### config.mk
export PLATFORM = sky130hd
export DESIGN_NAME = sram_mem_ctrl_flat
export DESIGN_NICKNAME = d
export VERILOG_FILES = /design/src/rtl/sram_mem_ctrl_if.sv /design/src/rtl/sram_mem_ctrl.sv /design/src/flat_wrapper.sv
export SDC_FILE = /design/constraint.sdc
export NUM_CORES = 1
export LEC_CHECK = 0
export CORE_ASPECT_RATIO = 0.6
export CORE_MARGIN = 4
export CORE_UTILIZATION = 35
export DETAILED_ROUTE_END_ITERATION = 16
export GPL_TIMING_DRIVEN = 0
export PLACE_DENSITY = 0.72
export RECOVER_POWER = 50
export SETUP_SLACK_MARGIN = 0.15
export SYNTH_ARGS = -nofsm -noshare
export SYNTH_HDL_FRONTEND = slang
export SYNTH_SLANG_ARGS = --single-unit
### constraint.sdc
create_clock -name clk -period 2.5 [get_ports clk]
set_input_delay 0.75 -clock clk [delete_from_list [all_inputs] [get_ports clk]]
set_output_delay 0.75 -clock clk [all_outputs]
set_load 0.05 [all_outputs]
### src/rtl/sram_mem_ctrl_if.sv
// Bus bundle between the MEM stage, the SRAM controller and the external 16-bit SRAM.
// The slave modport is the controller's view; the master modport is the CPU/SRAM side.
interface sram_mem_ctrl_if;
    logic        rd_en;
    logic        wr_en;
    logic [31:0] address;
    logic [31:0] write_data;
    logic [31:0] read_data;
    logic        ready;
    logic [17:0] sram_addr;
    logic [15:0] sram_dq_out;
    logic        sram_dq_oe;
    logic [15:0] sram_dq_in;
    logic        sram_we_n;

    modport slave (
        input  rd_en, wr_en, address, write_data, sram_dq_in,
        output read_data, ready, sram_addr, sram_dq_out, sram_dq_oe, sram_we_n
    );

    modport master (
        output rd_en, wr_en, address, write_data, sram_dq_in,
        input  read_data, ready, sram_addr, sram_dq_out, sram_dq_oe, sram_we_n
    );
endinterface

### src/rtl/sram_mem_ctrl.sv
// MEM-stage controller splitting 32-bit loads/stores into two 16-bit SRAM phases
// (low half, then high half), stalling the pipeline through ready until done.
module sram_mem_ctrl #(
    parameter int unsigned WAIT_CYCLES = 3,
    parameter logic [31:0] MEM_BASE    = 32'd1024
) (
    input  logic           clk,
    input  logic           rst,
    sram_mem_ctrl_if.slave bus
);
    typedef enum logic [1:0] {IDLE, LOW, HIGH, DONE} state_t;

    localparam logic [3:0] LAST_CNT = 4'(WAIT_CYCLES - 1);

    state_t      state, state_next;
    logic [3:0]  cnt;
    logic        op_wr;
    logic [31:0] addr_q;
    logic [31:0] data_q;
    logic [31:0] read_data_q;
    logic [31:0] offset;
    logic [16:0] word_idx;
    logic        phase_end;
    logic        req;
    logic        unused_offset;

    assign req           = bus.rd_en | bus.wr_en;
    assign offset        = addr_q - MEM_BASE;
    assign word_idx      = offset[18:2];
    assign unused_offset = ^{offset[31:19], offset[1:0]};
    assign phase_end     = (cnt == LAST_CNT);
    assign bus.read_data = read_data_q;

    always_ff @(posedge clk) begin
        if (rst) begin
            state       <= IDLE;
            cnt         <= '0;
            op_wr       <= 1'b0;
            addr_q      <= '0;
            data_q      <= '0;
            read_data_q <= '0;
        end else begin
            state <= state_next;
            case (state)
                IDLE: begin
                    cnt <= '0;
                    if (req) begin
                        op_wr  <= bus.wr_en;
                        addr_q <= bus.address;
                        data_q <= bus.write_data;
                    end
                end
                LOW, HIGH: begin
                    // Counter wraps to zero on the last cycle so the next phase starts clean.
                    cnt <= phase_end ? '0 : cnt + 4'd1;
                    if (!op_wr && phase_end) begin
                        if (state == LOW)
                            read_data_q[15:0] <= bus.sram_dq_in;
                        else
                            read_data_q[31:16] <= bus.sram_dq_in;
                    end
                end
                default: cnt <= '0;
            endcase
        end
    end

    always_comb begin
        state_next = state;
        case (state)
            IDLE: if (req) state_next = LOW;
            LOW:  if (phase_end) state_next = HIGH;
            HIGH: if (phase_end) state_next = DONE;
            DONE: state_next = IDLE;
            default: state_next = IDLE;
        endcase
    end

    always_comb begin
        bus.ready       = 1'b0;
        bus.sram_addr   = '0;
        bus.sram_dq_out = '0;
        bus.sram_dq_oe  = 1'b0;
        bus.sram_we_n   = 1'b1;
        case (state)
            IDLE: bus.ready = ~req;
            LOW: begin
                bus.sram_addr   = {word_idx, 1'b0};
                bus.sram_we_n   = ~op_wr;
                bus.sram_dq_oe  = op_wr;
                bus.sram_dq_out = op_wr ? data_q[15:0] : '0;
            end
            HIGH: begin
                bus.sram_addr   = {word_idx, 1'b1};
                bus.sram_we_n   = ~op_wr;
                bus.sram_dq_oe  = op_wr;
                bus.sram_dq_out = op_wr ? data_q[31:16] : '0;
            end
            DONE: bus.ready = 1'b1;
            default: bus.ready = 1'b0;
        endcase
        // During reset the FSM is about to be IDLE, so ready already reflects that.
        if (rst)
            bus.ready = ~req;
    end
endmodule

### src/flat_wrapper.sv
// flat-port wrapper written by rule: the top's interface ports become plain ports
module sram_mem_ctrl_flat 
#(
    parameter int unsigned WAIT_CYCLES = 3,
    parameter logic [31:0] MEM_BASE    = 32'd1024
)
  (clk, rst, bus_rd_en, bus_wr_en, bus_address, bus_write_data, bus_sram_dq_in, bus_read_data, bus_ready, bus_sram_addr, bus_sram_dq_out, bus_sram_dq_oe, bus_sram_we_n);
  sram_mem_ctrl_if bus_i ();
  input  logic clk;
  input  logic rst;
  input wire logic [$bits(bus_i.rd_en)-1:0] bus_rd_en;
  input wire logic [$bits(bus_i.wr_en)-1:0] bus_wr_en;
  input wire logic [$bits(bus_i.address)-1:0] bus_address;
  input wire logic [$bits(bus_i.write_data)-1:0] bus_write_data;
  input wire logic [$bits(bus_i.sram_dq_in)-1:0] bus_sram_dq_in;
  output wire logic [$bits(bus_i.read_data)-1:0] bus_read_data;
  output wire logic [$bits(bus_i.ready)-1:0] bus_ready;
  output wire logic [$bits(bus_i.sram_addr)-1:0] bus_sram_addr;
  output wire logic [$bits(bus_i.sram_dq_out)-1:0] bus_sram_dq_out;
  output wire logic [$bits(bus_i.sram_dq_oe)-1:0] bus_sram_dq_oe;
  output wire logic [$bits(bus_i.sram_we_n)-1:0] bus_sram_we_n;
  assign bus_i.rd_en = bus_rd_en;
  assign bus_i.wr_en = bus_wr_en;
  assign bus_i.address = bus_address;
  assign bus_i.write_data = bus_write_data;
  assign bus_i.sram_dq_in = bus_sram_dq_in;
  assign bus_read_data = bus_i.read_data;
  assign bus_ready = bus_i.ready;
  assign bus_sram_addr = bus_i.sram_addr;
  assign bus_sram_dq_out = bus_i.sram_dq_out;
  assign bus_sram_dq_oe = bus_i.sram_dq_oe;
  assign bus_sram_we_n = bus_i.sram_we_n;
  sram_mem_ctrl #(.WAIT_CYCLES(WAIT_CYCLES), .MEM_BASE(MEM_BASE)) u_core (.clk(clk), .rst(rst), .bus(bus_i));
endmodule
==> insert_results.sql <==
INSERT INTO impl_metrics (metric_group, metric, value, unit) VALUES
('layout', 'diodes', '0', ''),
('global_routing', 'global_route.usage.total', '20.22', '%'),
('worst_setup_path', 'worstRegToRegCells', '7', ''),
('hold_path', 'worst_min_delay_path_class', 'reg2reg', ''),
('clock_tree', 'clk-insertion-delay-late', '340', 'ps'),
('layout', 'layout-drive-gt1-share', '27.09', '%'),
('pwr', 'power-per-cell-area', '888.8', 'nW/um^2'),
('floorplan', 'die_height', '89.31', 'um'),
('pwr', 'finalPower', '6.039', 'mW'),
('detailed_routing', 'route.detailed.vias_per_inst', '4.806', ''),
('hold_path', 'timing.hold.worst_path_depth', '2', ''),
('worst_setup_path', 'regToRegStartpoint', 'u_core.cnt[0]$_SDFF_PP0_', ''),
('sta', 'worst_clock_skew', '5.324', 'ps'),
('floorplan', 'die-width', '143.5', 'um'),
('global_routing', 'globalRouteOverflowTotal', '0', ''),
('worst_setup_path', 'criticalPathCategory', 'reg2out', ''),
('job', 'number_of_max_cap_violations', '0', ''),
('placement', 'gp_congestion', '0.7870', ''),
('detailed_routing', 'vias', '3773', ''),
('floorplan', 'initial_core_util', '36.15', '%'),
('logic_synthesis', 'postSynthCellCount', '458', ''),
('worst_setup_path', 'cp-start-kind', 'flip-flop', ''),
('placement', 'post-dp-hpwl', '9.152', 'mm'),
('clock_tree', 'clock_path_buffers', '2', ''),
('logic_synthesis', 'synth.net_count', '551', ''),
('logic_synthesis', 'async_reset_ff_share', '0', '%'),
('logic_synthesis', 'synth.top_cell.area_share', '45.68', '%'),
('clock_tree', 'htree_num_levels', '3', ''),
('pwr', 'ir_worst_vdd', '0.0005407', 'V'),
('worst_setup_path', 'worst-path-max-fanout', '4', ''),
('clock_tree', 'number_of_cts_inserted_buffers', '9', ''),
('detailed_routing', 'drt-total-wl', '12.77', 'mm'),
('sta', 'worst_pin_slew', '639.8', 'ps'),
('sta', 'timing.final.hold_violations', '0', ''),
('global_routing', 'antenna_violations_before_repair', '0', ''),
('detailed_routing', 'routedWlPerCell', '16.26', 'um'),
('logic_synthesis', 'yosys_warning_count', '0', ''),
('floorplan', 'design.die.area', '12820', 'um^2'),
('sta', 'final_period_minus_worst_setup_slack', '2823', 'ps'),
('outcome', 'failing_checks', 'negative setup slack', ''),
('worst_setup_path', 'timing.critical_path.required', '1750', 'ps'),
('clock_tree', 'clk_root_buffer_cell', 'sky130_fd_sc_hd__clkbuf_16', ''),
('logic_synthesis', 'synth_area', '3856', 'um^2'),
('logic_synthesis', 'synth-main-ff-cell', 'sky130_fd_sc_hd__dfxtp_1', ''),
('worst_setup_path', 'critical_path_arrival', '2070', 'ps'),
('outcome', 'run_status', 'finished, violations left', ''),
('logic_synthesis', 'syn_avg_cell_area', '8.420', 'um^2'),
('logic_synthesis', 'seq_cells_post_synth', '88', ''),
('hold_path', 'timing.hold.worst.start', 'u_core.data_q[30]$_SDFFE_PP0P_', ''),
('logic_synthesis', 'synth_top_cells_by_count', 'sky130_fd_sc_hd__nand2_1, sky130_fd_sc_hd__dfxtp_1, sky130_fd_sc_hd__a21oi_1', ''),
('sta', 'finalSetupViolations', '29', ''),
('clock_tree', 'clk_transition_reported_paths', '60', 'ps'),
('layout', 'flow.area_growth_from_synthesis', '76.18', '%'),
('logic_synthesis', 'synth.area.top_cells', 'sky130_fd_sc_hd__dfxtp_1, sky130_fd_sc_hd__nand2_1, sky130_fd_sc_hd__mux2i_1', ''),
('layout', 'nets', '735', ''),
('sta', 'worst_slew_margin_rel', '56.90', '%'),
('floorplan', 'rows', '29', ''),
('logic_synthesis', 'post-synth-top-count-cell', 'sky130_fd_sc_hd__nand2_1', ''),
('sta', 'unrepaired_setup_endpoints_after_global_routing', 'true', ''),
('worst_setup_path', 'end_kind', 'output port', ''),
('clock_tree', 'tritoncts_num_sinks', '88', ''),
('clock_tree', 'tritoncts', 'built', ''),
('pwr', 'leakage_power_of_the_design', '2.601', 'nW'),
('sta', 'final_worst_setup_slack', '-323.0', 'ps'),
('detailed_routing', 'drt_first_iter_violations', '190', ''),
('detailed_routing', 'detailed_route_drc_error_count', '0', ''),
('global_routing', 'grt_max_degree', '14', ''),
('detailed_routing', 'antenna_violating_nets_post_route', '0', ''),
('floorplan', 'coreArea', '10670', 'um^2'),
('floorplan', 'num_io_pins', '153', ''),
('global_routing', 'grt_first_pass_wirelength', '20.06', 'mm');
==> report_power, final <==
group	switching, mW	total [mW]	internal, mW	leakage, nW
clock network	0.537	1.25	0.715	0.141
logic	1.60	3.02	1.42	1.74
registers	0.167	1.77	1.61	0.721
==> layout by cell type (no fill, tap or decap), types with 13 or more instances in the layout <==
| cell type | count |
|---|---|
| sky130_fd_sc_hd__a21oi_1 | 50 |
| sky130_fd_sc_hd__dfxtp_1 | 85 |
| sky130_fd_sc_hd__nor2_4 | 20 |
| sky130_fd_sc_hd__buf_4 | 17 |
| sky130_fd_sc_hd__clkbuf_16 | 13 |
| sky130_fd_sc_hd__clkbuf_1 | 22 |
| sky130_fd_sc_hd__clkdlybuf4s50_1 | 97 |
| sky130_fd_sc_hd__a22oi_2 | 15 |
| sky130_fd_sc_hd__buf_6 | 23 |
| sky130_fd_sc_hd__nand2b_1 | 52 |
| sky130_fd_sc_hd__nand2_1 | 103 |
| sky130_fd_sc_hd__mux2i_1 | 33 |
| sky130_fd_sc_hd__buf_8 | 29 |
==> routing by layer <==
metal / global-route usage, % / vias up / wire length [um]
met5: 0 / - / 0
met1: 28.14 / 1774 / 6164
li1: - / 1881 / -
met4: 5.812 / 0 / 153
met3: 4.596 / 16 / 701
met2: 31.75 / 102 / 5749
==> cell type report <==
class,count,area (um^2)
Clock inverter,4,20.02
Tap cell,139,173.9
Sequential cell,88,1770
Fill cell,871,3874
Multi-Input combinational cell,332,2387
Inverter,6,31.28
Timing Repair Buffer,173,1899
Clock buffer,11,252.7
Buffer,32,259.0
==> flip-flops by register name, indices dropped and copies added, names as in the netlist <==
name,flops
u_core.cnt,4
u_core.op_wr,1
u_core.data_q,32
u_core.state,2
u_core.addr_q,17
u_core.bus.read_data,32
==> worst paths after layout <==
path                            slack, ps                               endpoint
worst min register to register        460         u_core.data_q[30]$_SDFFE_PP0P_
worst max-delay path                 -320                      bus_sram_addr[17]
worst max register to register        240  u_core.bus.read_data[14]$_SDFFE_PP0P_
worst min-delay path                  460         u_core.data_q[30]$_SDFFE_PP0P_
==> kinds of logic (layout without fill, tap and decap cells) <==
kind of cell | count (synthesis) | in the layout | share of synthesized area, %
AO/OA/AOI/OAI | 80 | 80 | 11.94
XOR/XNOR | 4 | 4 | 0.9087
adder cells (fa/ha/maj) | 9 | 9 | 2.920
buffers and inverters | 38 | 226 | 4.445
flip-flops | 88 | 88 | 45.68
multiplexers | 35 | 35 | 9.085
AND/OR/NAND/NOR | 204 | 204 | 25.02
==> through the flow <==
stage | hold WS [ps] | std cells | utilization [%] | worst slack, ps | instance area (um^2)
2_1_floorplan | 429.7 | 458 | - | -1.931 | 4129
6_report | 462.4 | 785 | 63.69 | -323.0 | 6794
4_1_cts | 454.9 | 774 | 61.69 | -334.7 | 6581
3_5_place_dp | 441.8 | 734 | 53.19 | -1405 | 5674
5_1_grt | 486.4 | 785 | 63.69 | -396.9 | 6794
3_3_place_gp | 438.3 | 734 | 53.19 | -1382 | 5674
==> what timing repair did <==
action,in CTS,in global routing
setup buffers,19,12
cloned,6,0
endpoints found under the setup margin,87,35
gates resized for setup,339,54
pin swaps,25,16
==> worst max-delay path, stage by stage, from the launching register on <==
cell,delay (ps)
sky130_fd_sc_hd__dfxtp_4,350
sky130_fd_sc_hd__inv_2,60
sky130_fd_sc_hd__ha_4,120
sky130_fd_sc_hd__or3b_4,400
sky130_fd_sc_hd__nor4b_4,330
sky130_fd_sc_hd__mux2i_4,290
sky130_fd_sc_hd__buf_6,180
(Power assumes the default switching activity.)
